## config.mk

```make
export PLATFORM = sky130hd
export DESIGN_NAME = apb_reg_slave
export DESIGN_NICKNAME = d
export VERILOG_FILES = /design/src/rtl/apb_pkg.sv /design/src/rtl/apb_addr_decode.sv /design/src/rtl/apb_reg_slave.sv
export SDC_FILE = /design/constraint.sdc
export NUM_CORES = 1
export LEC_CHECK = 0
export ABC_AREA = 1
export CORE_MARGIN = 2
export CORE_UTILIZATION = 50
export CTS_CLUSTER_SIZE = 24
export DETAILED_ROUTE_END_ITERATION = 16
export PLACE_DENSITY = 0.82
export SETUP_SLACK_MARGIN = 0.4
export SLEW_MARGIN = 20
export SYNTH_ARGS = -nofsm -noshare
export SYNTH_HDL_FRONTEND = slang
export SYNTH_SLANG_ARGS = --single-unit
```

## constraint.sdc

```tcl
create_clock -name clk -period 5.7 [get_ports clk]
set_input_delay 0.57 -clock clk [delete_from_list [all_inputs] [get_ports clk]]
set_output_delay 0.57 -clock clk [all_outputs]
set_load 0.1 [all_outputs]
```

## src/rtl/apb_pkg.sv

```systemverilog
// ---------------------------------------------------------------------------
// apb_pkg
// Shared definitions for the APB register completer: bus widths, the
// response FSM encoding, fixed response values and a byte-lane merge helper.
// ---------------------------------------------------------------------------
package apb_pkg;

  localparam int APB_AW = 20;
  localparam int APB_DW = 16;

  // Read data returned with an error response.
  localparam logic [APB_DW-1:0] APB_ERR_DATA = 16'h0000;
  // Marker the master substitutes on an errored transfer ("ER").
  localparam logic [APB_DW-1:0] APB_DEAD     = 16'h4552;

  typedef enum logic [1:0] {
    IDLE = 2'd0,
    WAIT = 2'd1,
    RESP = 2'd2
  } apb_state_e;

  // Replace only the byte lanes whose strobe bit is set.
  function automatic logic [APB_DW-1:0] strb_merge(
    input logic [APB_DW-1:0] old_val,
    input logic [APB_DW-1:0] new_val,
    input logic [1:0]        strb
  );
    logic [APB_DW-1:0] res;
    res = old_val;
    if (strb[0]) res[7:0]  = new_val[7:0];
    if (strb[1]) res[15:8] = new_val[15:8];
    return res;
  endfunction

endpackage

```

## src/rtl/apb_addr_decode.sv

```systemverilog
// ---------------------------------------------------------------------------
// apb_addr_decode
// Combinational halfword address decoder for the register window.
//   paddr  in  : byte address
//   pwrite in  : 1 = write access
//   idx    out : register index (low bits of (paddr-BASE_ADDR)>>1)
//   is_rw  out : address hits a read/write register
//   is_ro  out : address hits a read-only register
//   err    out : misaligned, out of window, or write to a read-only register
// A write with no byte strobes is also an error but is flagged by the caller,
// which owns the strobes.
// ---------------------------------------------------------------------------
module apb_addr_decode
  import apb_pkg::*;
#(
  parameter logic [APB_AW-1:0] BASE_ADDR = 20'h00000,
  parameter int                NUM_RW    = 8,
  parameter int                NUM_RO    = 4,
  parameter int                IDX_W     = 4
) (
  input  logic [APB_AW-1:0] paddr,
  input  logic              pwrite,
  output logic [IDX_W-1:0]  idx,
  output logic              is_rw,
  output logic              is_ro,
  output logic              err
);

  localparam logic [APB_AW-2:0] RW_LIM  = (APB_AW-1)'(NUM_RW);
  localparam logic [APB_AW-2:0] TOT_LIM = (APB_AW-1)'(NUM_RW + NUM_RO);

  logic [APB_AW-1:0] off;
  logic [APB_AW-2:0] word_idx;
  logic              below_base;
  logic              aligned;
  logic              off_lsb_unused;

  always_comb begin
    off        = paddr - BASE_ADDR;
    word_idx   = off[APB_AW-1:1];
    // Alignment is judged on the raw address, not on the offset.
    off_lsb_unused = off[0];
    below_base = (paddr < BASE_ADDR);
    aligned    = ~paddr[0];
    is_rw      = ~below_base & aligned & (word_idx < RW_LIM);
    is_ro      = ~below_base & aligned & (word_idx >= RW_LIM) & (word_idx < TOT_LIM);
    err        = ~(is_rw | is_ro) | (pwrite & is_ro);
    idx        = word_idx[IDX_W-1:0];
  end

endmodule

```

## src/rtl/apb_reg_slave.sv

```systemverilog
// ---------------------------------------------------------------------------
// apb_reg_slave
// APB completer exposing a 16-bit register file: NUM_RW read/write registers
// followed by NUM_RO read-only status registers, with WAIT_CYCLES wait
// states before each response.
//   clk, reset_n       : clock, asynchronous active-low reset
//   psel, penable      : APB select / enable
//   pwrite, pstrb      : direction, byte-lane strobes (bit1=[15:8], bit0=[7:0])
//   paddr, pwdata      : byte address, write data
//   pready, prdata,
//   pslverr            : registered response (pready/pslverr one cycle wide)
//   ro_in              : read-only register values, word k at [16k+15:16k]
//   rw_q               : read/write register contents, flattened
//   wr_pulse           : one-cycle strobe per RW register after a committed write
// ---------------------------------------------------------------------------
module apb_reg_slave
  import apb_pkg::*;
#(
  parameter logic [APB_AW-1:0] BASE_ADDR   = 20'h00000,
  parameter int                NUM_RW      = 8,
  parameter int                NUM_RO      = 4,
  parameter int                WAIT_CYCLES = 1
) (
  input  logic                     clk,
  input  logic                     reset_n,
  input  logic                     psel,
  input  logic                     penable,
  input  logic                     pwrite,
  input  logic [1:0]               pstrb,
  input  logic [APB_AW-1:0]        paddr,
  input  logic [APB_DW-1:0]        pwdata,
  output logic                     pready,
  output logic [APB_DW-1:0]        prdata,
  output logic                     pslverr,
  input  logic [APB_DW*NUM_RO-1:0] ro_in,
  output logic [APB_DW*NUM_RW-1:0] rw_q,
  output logic [NUM_RW-1:0]        wr_pulse
);

  localparam int         NUM_TOT   = NUM_RW + NUM_RO;
  localparam int         IDX_W     = (NUM_TOT > 1) ? $clog2(NUM_TOT) : 1;
  localparam logic [3:0] WAIT_LOAD = (WAIT_CYCLES > 0) ? 4'(WAIT_CYCLES - 1) : 4'd0;

  apb_state_e state_reg, state_next;
  logic [3:0] cnt_reg, cnt_next;

  // Transfer attributes captured in the setup phase.
  logic [APB_AW-1:0] addr_reg;
  logic              write_reg;
  logic [1:0]        strb_reg;
  logic [APB_DW-1:0] wdata_reg;

  logic              pready_reg, pready_next;
  logic              pslverr_reg, pslverr_next;
  logic [APB_DW-1:0] prdata_reg, prdata_next;

  logic [APB_DW-1:0] rw_reg  [NUM_RW];
  logic [APB_DW-1:0] rw_next [NUM_RW];
  logic [NUM_RW-1:0] wr_pulse_reg, wr_pulse_next;

  logic              setup;
  logic [APB_AW-1:0] dec_addr;
  logic              dec_write;
  logic [1:0]        dec_strb;
  logic [IDX_W-1:0]  dec_idx;
  logic              dec_is_rw, dec_is_ro, dec_err;
  logic              xfer_err;
  logic              commit;
  logic [APB_DW-1:0] rd_word;

  assign setup = psel & ~penable;

  // With zero wait states the response is computed in the setup cycle
  // itself, before the latches have loaded, so decode the live bus in IDLE.
  assign dec_addr  = (state_reg == IDLE) ? paddr  : addr_reg;
  assign dec_write = (state_reg == IDLE) ? pwrite : write_reg;
  assign dec_strb  = (state_reg == IDLE) ? pstrb  : strb_reg;

  apb_addr_decode #(
    .BASE_ADDR (BASE_ADDR),
    .NUM_RW    (NUM_RW),
    .NUM_RO    (NUM_RO),
    .IDX_W     (IDX_W)
  ) u_decode (
    .paddr  (dec_addr),
    .pwrite (dec_write),
    .idx    (dec_idx),
    .is_rw  (dec_is_rw),
    .is_ro  (dec_is_ro),
    .err    (dec_err)
  );

  assign xfer_err = dec_err | (dec_write & (dec_strb == 2'b00));

  // The write lands on the edge that ends RESP, unless the master has
  // dropped the transfer during the response cycle.
  assign commit = (state_reg == RESP) & psel & penable & write_reg & ~xfer_err;

  // ---------------- FSM: state register ----------------
  always_ff @(posedge clk or negedge reset_n) begin
    if (!reset_n) begin
      state_reg <= IDLE;
      cnt_reg   <= 4'd0;
    end else begin
      state_reg <= state_next;
      cnt_reg   <= cnt_next;
    end
  end

  // ---------------- FSM: next state ----------------
  always_comb begin
    state_next = state_reg;
    cnt_next   = cnt_reg;
    case (state_reg)
      IDLE: begin
        // penable without a setup phase is ignored here.
        if (setup) begin
          if (WAIT_CYCLES == 0) begin
            state_next = RESP;
          end else begin
            state_next = WAIT;
            cnt_next   = WAIT_LOAD;
          end
        end
      end
      WAIT: begin
        if (!psel) begin
          state_next = IDLE;
        end else if (cnt_reg == 4'd0) begin
          state_next = RESP;
        end else begin
          cnt_next = cnt_reg - 4'd1;
        end
      end
      RESP:    state_next = IDLE;
      default: state_next = IDLE;
    endcase
  end

  // ---------------- read data selection ----------------
  always_comb begin
    rd_word = APB_ERR_DATA;
    for (int k = 0; k < NUM_RW; k++) begin
      if (dec_is_rw && (dec_idx == IDX_W'(k))) rd_word = rw_reg[k];
    end
    for (int k = 0; k < NUM_RO; k++) begin
      if (dec_is_ro && (dec_idx == IDX_W'(NUM_RW + k))) rd_word = ro_in[APB_DW*k +: APB_DW];
    end
  end

  // ---------------- FSM: outputs ----------------
  // Response outputs are computed one cycle ahead from the next state so
  // that they come straight from flops during RESP.
  always_comb begin
    pready_next  = (state_next == RESP);
    pslverr_next = (state_next == RESP) & xfer_err;
    prdata_next  = prdata_reg;
    if ((state_next == RESP) && !dec_write) begin
      prdata_next = xfer_err ? APB_ERR_DATA : rd_word;
    end
  end

  // ---------------- register file write path ----------------
  genvar gi;
  generate
    for (gi = 0; gi < NUM_RW; gi++) begin : g_rw
      logic hit;
      assign hit               = commit & dec_is_rw & (dec_idx == IDX_W'(gi));
      assign rw_next[gi]       = hit ? strb_merge(rw_reg[gi], wdata_reg, strb_reg) : rw_reg[gi];
      assign wr_pulse_next[gi] = hit;
      assign rw_q[APB_DW*gi +: APB_DW] = rw_reg[gi];
    end
  endgenerate

  // ---------------- datapath registers ----------------
  always_ff @(posedge clk or negedge reset_n) begin
    if (!reset_n) begin
      addr_reg     <= '0;
      write_reg    <= 1'b0;
      strb_reg     <= 2'b00;
      wdata_reg    <= '0;
      pready_reg   <= 1'b0;
      pslverr_reg  <= 1'b0;
      prdata_reg   <= '0;
      wr_pulse_reg <= '0;
      for (int k = 0; k < NUM_RW; k++) rw_reg[k] <= '0;
    end else begin
      if ((state_reg == IDLE) && setup) begin
        addr_reg  <= paddr;
        write_reg <= pwrite;
        strb_reg  <= pstrb;
        wdata_reg <= pwdata;
      end
      pready_reg   <= pready_next;
      pslverr_reg  <= pslverr_next;
      prdata_reg   <= prdata_next;
      wr_pulse_reg <= wr_pulse_next;
      for (int k = 0; k < NUM_RW; k++) rw_reg[k] <= rw_next[k];
    end
  end

  assign pready   = pready_reg;
  assign pslverr  = pslverr_reg;
  assign prdata   = prdata_reg;
  assign wr_pulse = wr_pulse_reg;

endmodule

```

## Word level (Yosys, flattened, before mapping)

Index checks and enable logic that the tools add are counted.
Widths: inputs -> output; s select.

| word-level totals | value |
|---|---|
| register bits after elaboration | 199 |
| output and inout bits | 154 |
| word-level logic and storage cells | 138 |

| cells by class | value |
|---|---|
| add/sub/neg operators | 1 |
| magnitude comparators | 4 |
| equality and inequality tests | 17 |
| muxes and demuxes | 24 |
| bitwise logic cells | 29 |
| reduce and logical (&&, ||, !) cells | 37 |

Operator list:

| operator | count |
|---|---|
| $mux 16 | 13 |
| $lt 19x4->1 const B | 2 |
| $reduce_and 2->1 | 16 |
| $and 1x1->1 | 21 |
| $lt 20x1->1 const B | 1 |
| $mux 20 | 1 |
| $ge 19x4->1 const B | 1 |
| $eq 4x3->1 const B | 4 |
| $eq 4x4->1 const B | 4 |
| $logic_and 1x1->1 | 14 |
| $mux 4 | 3 |
| $eq 4x2->1 const B | 2 |
| $logic_not 4->1 | 2 |
| $mux 2 | 4 |
| $pmux 4 s2 | 1 |
| $ne 2x2->1 const B | 3 |
| $not 1->1 | 5 |
| $eq 2x2->1 const B | 2 |
| $eq 4x1->1 const B | 1 |
| $logic_not 2->1 | 2 |
| $pmux 2 s2 | 1 |
| $reduce_and 4->1 | 1 |
| $sub 4x1->4 const B | 1 |
| $or 1x1->1 | 3 |
| other kinds (4) | 4 |

## Logic depth before layout (Yosys ltp)

Gate-level depths: netlist of the first run.

| logic depth | value |
|---|---|
| depth after elaboration | 20 |
| gate-level depth with buffers | 19 |

## By module

Synthesis of the first run repeated with hierarchy kept, for this count alone.

| second synthesis, totals | value |
|---|---|
| cells, all modules | 1176 |
| area total of the unflattened synthesis | 9429.0 um^2 |

By module, submodules not included:

| module | times used | cells an instance | area an instance (um^2) | sequential area each (um^2) |
|---|---|---|---|---|
| apb_reg_slave | 1 | 1147 | 9288.9 | 4979.8 |
| apb_addr_decode | 1 | 29 | 140.1 | 0.0 |

## Least setup slack after synthesis of the first run

OpenSTA, ideal clock, no wires.

| path | value |
|---|---|
| path kind | input to register |
| start point | input paddr[4] |
| end point | register rw_reg (netlist bit rw_q[109]) |
| setup time | 0.124 ns |
| arrival time | 2.082 ns |
| data required time | 5.576 ns |
| setup slack | 3.494 ns |
| stages on the path | 13 |
| buffers on the path | 1 |
| cell sequence | inv_1 > nand2_4 > nand2_8 > nand2_1 > nor2_2 > nand2_1 > clkinv_2 > nand3_4 > nor3_4 > nand2_4 > buf_6 > nand2_2 > o21ai_2 |

| on the way | value |
|---|---|
| word-level cells in the longest chain between the ends | 15 |
| elaborated cells between the ends (all ways) | 21 |
| classes of those cells | order compare (4); eq/ne (1); mux (1); bitwise (14); reduce/logical (1) |

RTL lines:

| element | line | source |
|---|---|---|
| start, declared | apb_reg_slave.sv:30 | `input logic [APB_AW-1:0] paddr,` |
| $mux 20 * | apb_reg_slave.sv:75 | `assign dec_addr = (state_reg == IDLE) ? paddr : addr_reg;` |
| $lt 20x1->1 | apb_addr_decode.sv:43 | `below_base = (paddr < BASE_ADDR);` |
| $not 1->1 | apb_addr_decode.sv:45, apb_addr_decode.sv:46 |  |
| $and 1x1->1 | apb_addr_decode.sv:45, apb_addr_decode.sv:46 |  |
| $and 1x1->1 (2 in a row) | apb_addr_decode.sv:46 | `is_ro = ~below_base & aligned & (word_idx >= RW_LIM) & (word_idx < TOT_LIM);` |
| $or 1x1->1 | apb_addr_decode.sv:47 | `err = ~(is_rw \| is_ro) \| (pwrite & is_ro);` |
| $not 1->1 | apb_addr_decode.sv:47 |  |
| $or 1x1->1 | apb_addr_decode.sv:47 |  |
| $or 1x1->1 | apb_reg_slave.sv:93 | `assign xfer_err = dec_err \| (dec_write & (dec_strb == 2'b00));` |
| $not 1->1 | apb_reg_slave.sv:97 | `assign commit = (state_reg == RESP) & psel & penable & write_reg & ~xfer_err;` |
| $and 1x1->1 | apb_reg_slave.sv:97 |  |
| $and 1x1->1 | apb_reg_slave.sv:168 | `assign hit = commit & dec_is_rw & (dec_idx == IDX_W'(gi));` |
| $and 1x1->1 * | apb_reg_slave.sv:168 |  |
| named net g_rw[6].hit | apb_reg_slave.sv:167 | `logic hit;` |
| $reduce_and 2->1 (no line) * | -- |  |
| end, declared | apb_reg_slave.sv:57 | `logic [APB_DW-1:0] rw_reg [NUM_RW];` |

Mark *: on every way through the listed nets, which the timed path passes. The rest lies on a longest branch.
A chain may end at the register's enable or synchronous reset.

## Final worst setup path of the first run

| path | value |
|---|---|
| start point | register state_reg[0] |
| end point | register prdata_reg[6], in the netlist prdata[6] |

| on the way | value |
|---|---|
| word-level cells in the longest chain between the ends | 20 |
| elaborated cells between the ends (all ways) | 66 |
| classes of those cells | order compare (4); eq/ne (13); mux (20); bitwise (12); reduce/logical (17) |

RTL lines:

| element | line | source |
|---|---|---|
| start, declared | apb_reg_slave.sv:44 | `apb_state_e state_reg, state_next;` |
| start signal, assigned | apb_reg_slave.sv:105 | `state_reg <= state_next;` |
| $logic_not 2->1 | -- |  |
| $mux 20 | apb_reg_slave.sv:75 |  |
| $lt 20x1->1 | apb_addr_decode.sv:43 |  |
| $not 1->1 | apb_addr_decode.sv:45, apb_addr_decode.sv:46 |  |
| $and 1x1->1 | apb_addr_decode.sv:45, apb_addr_decode.sv:46 |  |
| $and 1x1->1 | apb_addr_decode.sv:45 | `is_rw = ~below_base & aligned & (word_idx < RW_LIM);` |
| $logic_and 1x1->1 | apb_reg_slave.sv:144 | `if (dec_is_rw && (dec_idx == IDX_W'(k))) rd_word = rw_reg[k];` |
| $mux 16 (8 in a row) | apb_reg_slave.sv:144 |  |
| $mux 16 (4 in a row) | apb_reg_slave.sv:147 | `if (dec_is_ro && (dec_idx == IDX_W'(NUM_RW + k))) rd_word = ro_in[APB_DW*k +: APB_DW];` |
| $mux 16 | apb_reg_slave.sv:159 | `prdata_next = xfer_err ? APB_ERR_DATA : rd_word;` |
| end signal, assigned | apb_reg_slave.sv:196 | `prdata_reg <= prdata_next;` |
| end, declared | apb_reg_slave.sv:55 | `logic [APB_DW-1:0] prdata_reg, prdata_next;` |

Several ways; a longest one is shown, not always the timed one.

==> summary.txt, run 1 <==
Outcome
  • Status: finished, final reports clean

Power and ir drop
  • Power Dens Cells: 274 nW/µm²
  • P_leak: 0.00565 µW
  • Max VDD drop: 0.224 mV

Worst setup path
  • Max incr delay on CP: 0.60 ns
  • Nature of the critical path startpoint: register
  • CP Class: register to register
  • Max Fanout on Critical Path: 34
  • CP most frequent cell: nand2_1
  • Slowest CP cell: nor2_4
  • Worst Path Required: 6.03 ns
  • Cell chain of the critical path: nor2_4, nand3_1, nand2_2, nand2_1, nor2_2, nand2_1, nor2_4, inv_2, o22ai_1, inv_1, o21ai_1, nand4_1, nor2_1, nand3_1, nand2_1, nand2_1
  • CP endpoint kind: register
  • Crit path arrival time: 4.22 ns

Floorplan
  • Total core area: 18800 µm²
  • Chip Height: 142 µm
  • IO Count: 261
  • Initial Utilization: 0.511
  • # rows: 50
  • Die Wd: 142 µm
  • Die area: 20300 µm²

Synthesis
  • Sequential area share after synthesis: 0.520
  • Main synth FF type: dfrtp_1
  • FF+latch count, synth: 199
  • Syn nets: 1300
  • Top cells by area in the synthesized netlist: dfrtp_1, nand2_1, o21ai_1, nor2_1, inv_1
  • Async set-or-reset flop fraction in the synthesized netlist: 1.00
  • EDFF count, synth: 0
  • Syn_area_per_cell: 8.05 µm²
  • Mapped Area: 9580 µm²
  • Synth top area share: 0.520
  • Post-Synthesis Cells: 1191
  • Synth warn: 0
  • Largest area contributor in the netlist: dfrtp_1
  • Cell variety after synth: 33

Layout
  • Layout Cell Area excl Fill: 12900 µm²
  • Commonest cells after routing, fill and taps aside: nand2_1, clkdlybuf4s50_1, dfrtp_1
  • Final Util: 0.686
  • Share of cells above drive strength 1: 0.0778
  • # diodes: 0
  • Most common cell after layout, fill and taps aside: nand2_1
  • Layout Cells excl Fill: 1674
  • Area growth, synth to finish: 34.4%
  • Flip-flop count of the largest register after layout: 128
  • Final net count: 1536

Global routing
  • Largest net degree at the start of global routing: 88
  • All-Layer GR Usage: 0.304
  • Total global routing overflow: 0
  • Vias in the first global route: 8731
  • Initial antenna violation count: 1
  • First-pass GRT wire length: 47200 µm

Clock network
  • H-tree depth: 4
  • Latest clock arrival within the worst-skew pair: 0.44 ns
  • Worst-path clk slew: 0.07 ns
  • # hold bufs at CTS: 0
  • Post-CTS Setup Inserts: 0
  • Root buffer cell: clkbuf_16
  • CTS max path bufs: 2
  • Clock buffer count from CTS: 17
  • CTS sink cnt: 199
  • TritonCTS clock tree: built
  • Post_cts resized: 0

Routing
  • Avg WL per Cell: 18.5 µm
  • Via/cell ratio: 5.57
  • Iteration-0 DRC Markers: 698
  • Routed WL: 31000 µm
  • DRC viols: 0
  • Via count: 9330
  • TritonRoute pass-1 iters: 5
  • Antenna viol nets, final: 0

Placement
  • IO Port Bufs: 260
  • Final HPWL DP: 23100 µm
  • Cell Area, Placed: 12300 µm²
  • GP Congestion: 0.892
  • Placed cell count: 1642

STA
  • Final min period: 3.89 ns
  • Final slew viol count: 0
  • Worst slew pin tran: 1.11 ns
  • # setup viols final: 0
  • Slew margin rel.: 0.259
  • Final hold vios: 0
  • Worst Skew: 0.0105 ns
  • WHS: 0.182 ns
  • RSZ-0062 raised after global routing: false
  • Tcrit/Tclk final: 0.683
  • Max Fclk: 257 MHz
  • Setup TNS: 0 ns

Hold path
  • Hold crit path type: input pin to asynchronous set/reset pin

Job
  • # Max-Cap Violations: 0
[critical path, delay by kind of cell, from the launching register on]
family                 cells  cell delay (ns)
AND/OR/NAND/NOR           12             2.92
flip-flops                 1             0.44
AO/OA/AOI/OAI              2             0.26
buffers and inverters      2             0.17
[through the flow]
step | worst slack, ns | total power (µW)
4_1_cts | 1.91 | 3530
2_1_floorplan | 3.49 | 2030
6_report | 1.81 | 3530
5_1_grt | 1.53 | 3680
3_5_place_dp | 1.91 | 2280
3_3_place_gp | 2.03 | 2260
[cell type report]
| cell class | instances | area [µm²] |
|---|---|---|
| fillers | 1481 | 5890 |
| flip-flops and latches | 199 | 4980 |
| multi-input cells | 851 | 3990 |
| repair buffers | 264 | 2640 |
| clock buffers | 20 | 467 |
| inverters | 94 | 354 |
| well taps | 234 | 293 |
| clock inverters | 12 | 156 |
[cells by family (layout without fill, tap and decap cells)]
kind of cell / Yosys count / after routing / share of synthesized area
DFF: 199 / 199 / 0.520
xor gates and xnor gates: 1 / 1 / 0.000914
AOI/OAI and AO/OA: 220 / 220 / 0.123
buffers and inverters: 141 / 390 / 0.0637
adders and majority gates: 2 / 2 / 0.00261
and+or+nand+nor: 628 / 628 / 0.290
[final timing paths]
path                         startpoint           to  slack, ns  depth (start not counted)
setup / recovery           state_reg[0]    prdata[6]       1.81                         16
hold / removal                  reset_n    prdata[8]       0.18                          1
setup reg to reg           state_reg[0]    prdata[6]       1.81                         16
hold reg to reg               prdata[8]    prdata[8]       0.48                          2
max in group asynchronous       reset_n  addr_reg[2]       4.19                          2
min in group clk              prdata[8]    prdata[8]       0.48                          2
[Yosys cell counts (22+ instances only)]
master,number
a21oi_1,31
buf_2,25
dfrtp_1,199
inv_1,86
nand2_1,395
nand2_2,23
nand3_1,33
nand4_1,36
nor2_1,89
nor3_1,22
o21ai_0,52
o21ai_1,114
[where the power goes]
group	switching [µW]	leakage (µW)	internal (µW)
clock network	569	0.000302	698
registers	75.5	0.00271	1520
logic	474	0.00264	190
total	1120	0.00565	2410
[routing by layer]
| layer | wire length [µm] | global-route usage | vias to the layer above |
|---|---|---|---|
| met1 | 12400 | 0.397 | 4444 |
| met3 | 2610 | 0.0592 | 79 |
| met2 | 14700 | 0.500 | 476 |
| li1 | - | - | 4329 |
| met4 | 1180 | 0.123 | 2 |
| met5 | 13 | 0 | - |
(Power assumes the default switching activity.)
==> run 2: changes to the inputs <==
--- a/config.mk
+++ b/config.mk
@@ -7,10 +7,10 @@
 export LEC_CHECK = 0
 export ABC_AREA = 1
 export CORE_MARGIN = 2
-export CORE_UTILIZATION = 50
+export CORE_UTILIZATION = 49
 export CTS_CLUSTER_SIZE = 24
 export DETAILED_ROUTE_END_ITERATION = 16
-export PLACE_DENSITY = 0.82
+export PLACE_DENSITY = 0.81
 export SETUP_SLACK_MARGIN = 0.4
 export SLEW_MARGIN = 20
 export SYNTH_ARGS = -nofsm -noshare
==> constraint.sdc (replaced) <==
create_clock -name clk -period 4 [get_ports clk]
set_input_delay 0.4 -clock clk [delete_from_list [all_inputs] [get_ports clk]]
set_output_delay 0.4 -clock clk [all_outputs]
set_load 0.1 [all_outputs]
==> summary.txt, run 2 (synthesis gave the netlist of run 1 again) <==
Global routing
  • First-pass GRT wire length: 47300 µm
  • Largest net degree at the start of global routing: 100
  • Vias in the first global route: 8614
  • Initial antenna violation count: 0
  • Total global routing overflow: 0
  • All-Layer GR Usage: 0.301

Routing
  • DRC viols: 0
  • TritonRoute pass-1 iters: 5
  • Iteration-0 DRC Markers: 809
  • Routed WL: 30800 µm
  • Via count: 9233
  • Avg WL per Cell: 17.9 µm
  • Via/cell ratio: 5.38
  • Antenna viol nets, final: 0

Clock network
  • Clock buffer count from CTS: 17
  • Latest clock arrival within the worst-skew pair: 0.44 ns
  • TritonCTS clock tree: built
  • Worst-path clk slew: 0.07 ns
  • H-tree depth: 4
  • CTS max path bufs: 2
  • CTS sink cnt: 199
  • Root buffer cell: clkbuf_16

Placement
  • GP Congestion: 0.900
  • Final HPWL DP: 23200 µm
  • IO Port Bufs: 260

Worst setup path
  • CP Class: register to register
  • Crit path arrival time: 3.54 ns
  • Nature of the critical path startpoint: register
  • Worst Path Required: 4.31 ns
  • CP endpoint kind: register
  • Max Fanout on Critical Path: 22

Floorplan
  • Die area: 20700 µm²
  • Die Wd: 144 µm
  • # rows: 51
  • Total core area: 19300 µm²
  • Chip Height: 144 µm
  • IO Count: 261
  • Initial Utilization: 0.496

Layout
  • Final net count: 1546
  • Final Util: 0.670
  • Commonest cells after routing, fill and taps aside: nand2_1, clkdlybuf4s50_1, dfrtp_1
  • Share of cells above drive strength 1: 0.0848
  • Most common cell after layout, fill and taps aside: nand2_1
  • Area growth, synth to finish: 35.2%
  • Flip-flop count of the largest register after layout: 128

STA
  • Max Fclk: 309 MHz
  • Worst Skew: 0.0154 ns
  • Worst slew pin tran: 1.07 ns
  • Final min period: 3.23 ns
  • Final hold vios: 0
  • # setup viols final: 0
  • Slew margin rel.: 0.287
  • Final slew viol count: 0
  • RSZ-0062 raised after global routing: false
  • Tcrit/Tclk final: 0.808
  • Setup TNS: 0 ns

Power and ir drop
  • Power Dens Cells: 381 nW/µm²
  • Max VDD drop: 0.311 mV
  • P_leak: 0.00568 µW

Outcome
  • Status: finished, final reports clean

Job
  • # Max-Cap Violations: 0

Hold path
  • Hold crit path type: input pin to asynchronous set/reset pin
[run 2: area by class of cell]
cell class / instances / area (µm²)
clock buffer: 19 / 453
fill: 1616 / 6380
multi-input combinational: 851 / 4000
inverter: 94 / 354
clock inverter: 13 / 129
sequential: 199 / 4980
antenna: 1 / 2.50
timing repair buffer: 274 / 2710
tap: 265 / 332
[run 2: worst max-delay path, stage by stage (launching register included)]
cell and delay (ns):
dfrtp_1 0.45, nor2_4 0.32, buf_4 0.25, nand2_4 0.09
nand2_8 0.10, nor2_2 0.04, nand2_1 0.06, nor2_1 0.05
nand2_2 0.35, o311ai_1 0.23, nand2_2 0.14, nand3_4 0.22
nor3_4 0.35, nand2_4 0.22, nand2_1 0.15, o21ai_2 0.06
[run 2: stage by stage]
stage	setup slack (ns)	power, µW	instances	area, µm²	hold slack (ns)
global placement	0.667	3240	1681	12400	0.461
CTS	0.576	4940	1713	12900	0.0812
global route	0.514	5170	1715	13000	0.0876
floorplan	1.83	2900	1191	9580	0.104
detailed placement	0.580	3270	1681	12400	0.469
finish	0.768	4940	1716	13000	0.00328
[run 2: layer usage]
| metal | GRT usage | wire length, µm | vias up |
|---|---|---|---|
| met2 | 0.487 | 14800 | 430 |
| met3 | 0.0523 | 2230 | 77 |
| met5 | 0 | 0 | - |
| met1 | 0.404 | 12600 | 4378 |
| li1 | - | - | 4348 |
| met4 | 0.120 | 1160 | 0 |
[run 2: worst paths after layout]
kind / slack, ns / endpoint / depth (start not counted) / startpoint
setup / recovery: 0.77 / rw_q[101] / 15 / state_reg[0]
hold / removal: 0.003 / prdata[8] / 1 / reset_n
setup reg to reg: 0.77 / rw_q[101] / 15 / state_reg[0]
hold reg to reg: 0.49 / prdata[6] / 2 / prdata[6]
max in group asynchronous: 2.93 / rw_q[22] / 2 / reset_n
min in group clk: 0.49 / prdata[6] / 2 / prdata[6]
[run 2: repair_timing]
item | CTS | global route
buffers inserted | 0 | 2
setup endpoints to repair | 0 | 10
gates resized for setup | 0 | 1
hold buffers | 0 | 0
[run 2: power by group]
group	switching, µW	leakage [µW]	internal [µW]
Sequential	107	0.00271	2170
Combinational	681	0.00269	286
Clock	835	0.000280	863
==> run 3: changes to the inputs <==
--- a/config.mk
+++ b/config.mk
@@ -7,10 +7,10 @@
 export LEC_CHECK = 0
 export ABC_AREA = 1
 export CORE_MARGIN = 2
-export CORE_UTILIZATION = 49
+export CORE_UTILIZATION = 44
 export CTS_CLUSTER_SIZE = 24
 export DETAILED_ROUTE_END_ITERATION = 16
-export PLACE_DENSITY = 0.81
+export PLACE_DENSITY = 0.77
 export SETUP_SLACK_MARGIN = 0.4
 export SLEW_MARGIN = 20
 export SYNTH_ARGS = -nofsm -noshare
==> constraint.sdc (replaced) <==
create_clock -name clk -period 2.9 [get_ports clk]
set_input_delay 0.29 -clock clk [delete_from_list [all_inputs] [get_ports clk]]
set_output_delay 0.29 -clock clk [all_outputs]
set_load 0.1 [all_outputs]
==> summary.txt, run 3 (synthesis gave the netlist of run 1 again) <==
Power and ir drop
  • Power Dens Cells: 526 nW/µm²
  • P_leak: 0.00676 µW
  • Max VDD drop: 0.362 mV

Routing
  • Routed WL: 36700 µm
  • DRC viols: 0
  • Met3 WL: 3400 µm
  • Avg WL per Cell: 20.3 µm
  • TritonRoute pass-1 iters: 6
  • Via count: 10100
  • Top Metal Used: met4
  • Iteration-0 DRC Markers: 987
  • Antenna viol nets, final: 0
  • WL met2: 17100 µm
  • M1 WL: 14400 µm
  • Via/cell ratio: 5.61

STA
  • RSZ-0062 raised after global routing: true
  • Slew margin rel.: 0.579
  • Final hold vios: 0
  • Final slew viol count: 0
  • # setup viols final: 0
  • Setup TNS: 0 ns
  • Worst slew pin tran: 0.631 ns
  • Worst Skew: 0.00980 ns
  • Tcrit/Tclk final: 0.914
  • Final min period: 2.65 ns
  • Max Fclk: 377 MHz

Clock network
  • CTS max path bufs: 2
  • Clock buffer count from CTS: 17
  • Root buffer cell: clkbuf_16
  • H-tree depth: 4
  • Worst-path clk slew: 0.08 ns
  • Latest clock arrival within the worst-skew pair: 0.44 ns
  • TritonCTS clock tree: built
  • CTS sink cnt: 199

Layout
  • Fill count: 1664
  • Share of cells above drive strength 1: 0.305
  • Final Util: 0.665
  • Commonest cells after routing, fill and taps aside: nand2_1, buf_4, dfrtp_1
  • Most common cell after layout, fill and taps aside: nand2_1
  • Layout Cells excl Fill: 1806
  • Area growth, synth to finish: 47.2%
  • Final net count: 1627
  • # diodes: 0
  • Area of the multi-input gates: 4740 µm²
  • Flip-flop count of the largest register after layout: 128
  • Sequential cell area: 4980 µm²

Worst setup path
  • Crit path arrival time: 2.98 ns
  • Cell chain of the critical path: nor2_4, buf_6, buf_6, nand2_1, nand2_1, nand2_2, nor2_1, inv_1, o22ai_2, inv_1, o21ai_2, nand4_1, nor2_1, nand3_1, nand2_1, nand2_1
  • Slowest CP cell: dfrtp_2
  • CP startpoint: state_reg[0]
  • CP Class: register to register
  • Worst Path Required: 3.23 ns
  • Max incr delay on CP: 0.45 ns
  • CP endpoint kind: register
  • CP most frequent cell: nand2_1
  • Nature of the critical path startpoint: register
  • Max Fanout on Critical Path: 6
  • Reg2reg start: state_reg[0]

Global routing
  • All-Layer GR Usage: 0.283
  • Initial antenna violation count: 0
  • First-pass GRT wire length: 49000 µm
  • Largest net degree at the start of global routing: 60
  • Total global routing overflow: 0
  • Vias in the first global route: 8742

Floorplan
  • IO Count: 261
  • Initial Utilization: 0.452
  • # rows: 53
  • Die area: 23000 µm²
  • Total core area: 21200 µm²
  • Die Wd: 152 µm
  • Chip Height: 152 µm

Placement
  • IO Port Bufs: 260
  • GP Congestion: 0.916
  • Final HPWL DP: 24600 µm
  • Placed cell count: 1713

Hold path
  • Hold crit path type: input pin to asynchronous set/reset pin

Job
  • # Max-Cap Violations: 0

Outcome
  • Status: finished, final reports clean
-- run 3: power by group --
part / internal (µW) / switching (µW) / leakage (µW)
combinational: 592 / 1280 / 0.00376
sequential: 2990 / 106 / 0.00271
clock: 1240 / 1200 / 0.000287
-- run 3: timing repair --
action | 4_1_cts | 5_1_grt
gates cloned | 1 | 11
pin swaps | 5 | 70
hold endpoints to repair | 48 | 0
gates resized for setup | 24 | 172
setup endpoints to repair | 129 | 144
hold buffers | 1 | 0
setup buffers | 7 | 41
-- run 3: area by class of cell --
type | instances | area share
Inverter | 94 | 0.0262
Clock buffer | 17 | 0.0302
Clock inverter | 15 | 0.0130
Tap cell | 275 | 0.0244
Timing Repair Buffer | 345 | 0.217
Multi-Input combinational cell | 861 | 0.336
Sequential cell | 199 | 0.353
-- run 3: layer usage --
layer  GRT usage  up-vias
met1       0.391     4782
met5           0        -
met2       0.461      643
met3      0.0392      149
met4      0.0995        0
li1            -     4551
-- run 3: path summary, 6_finish.rpt --
path,end,slack (ns),depth (start not counted)
max,prdata[6],0.25,16
min in group clk,wdata_reg[5],0.41,3
min,prdata[9],0.38,2
max in group asynchronous,rw_q[105],1.77,3
min reg2reg,prdata[1],0.49,2
max reg2reg,prdata[6],0.25,16
-- run 3: stage by stage --
step	power, µW	instance area (µm²)	worst slack [ns]	hold WS [ns]
global placement	4510	12200	0.117	0.292
detailed placement	4550	12200	0.107	0.292
global route	7730	14100	0.138	0.412
finish	7420	14100	0.248	0.376
floorplan	4000	9580	0.732	-0.00559
CTS	7000	13000	0.348	0.388
-- run 3: critical path: cells and delay by family (launching register included) --
family | cells | cell delay [ns]
compound gates | 2 | 0.26
flops | 1 | 0.45
simple gates | 10 | 1.27
buf+inv | 4 | 0.55
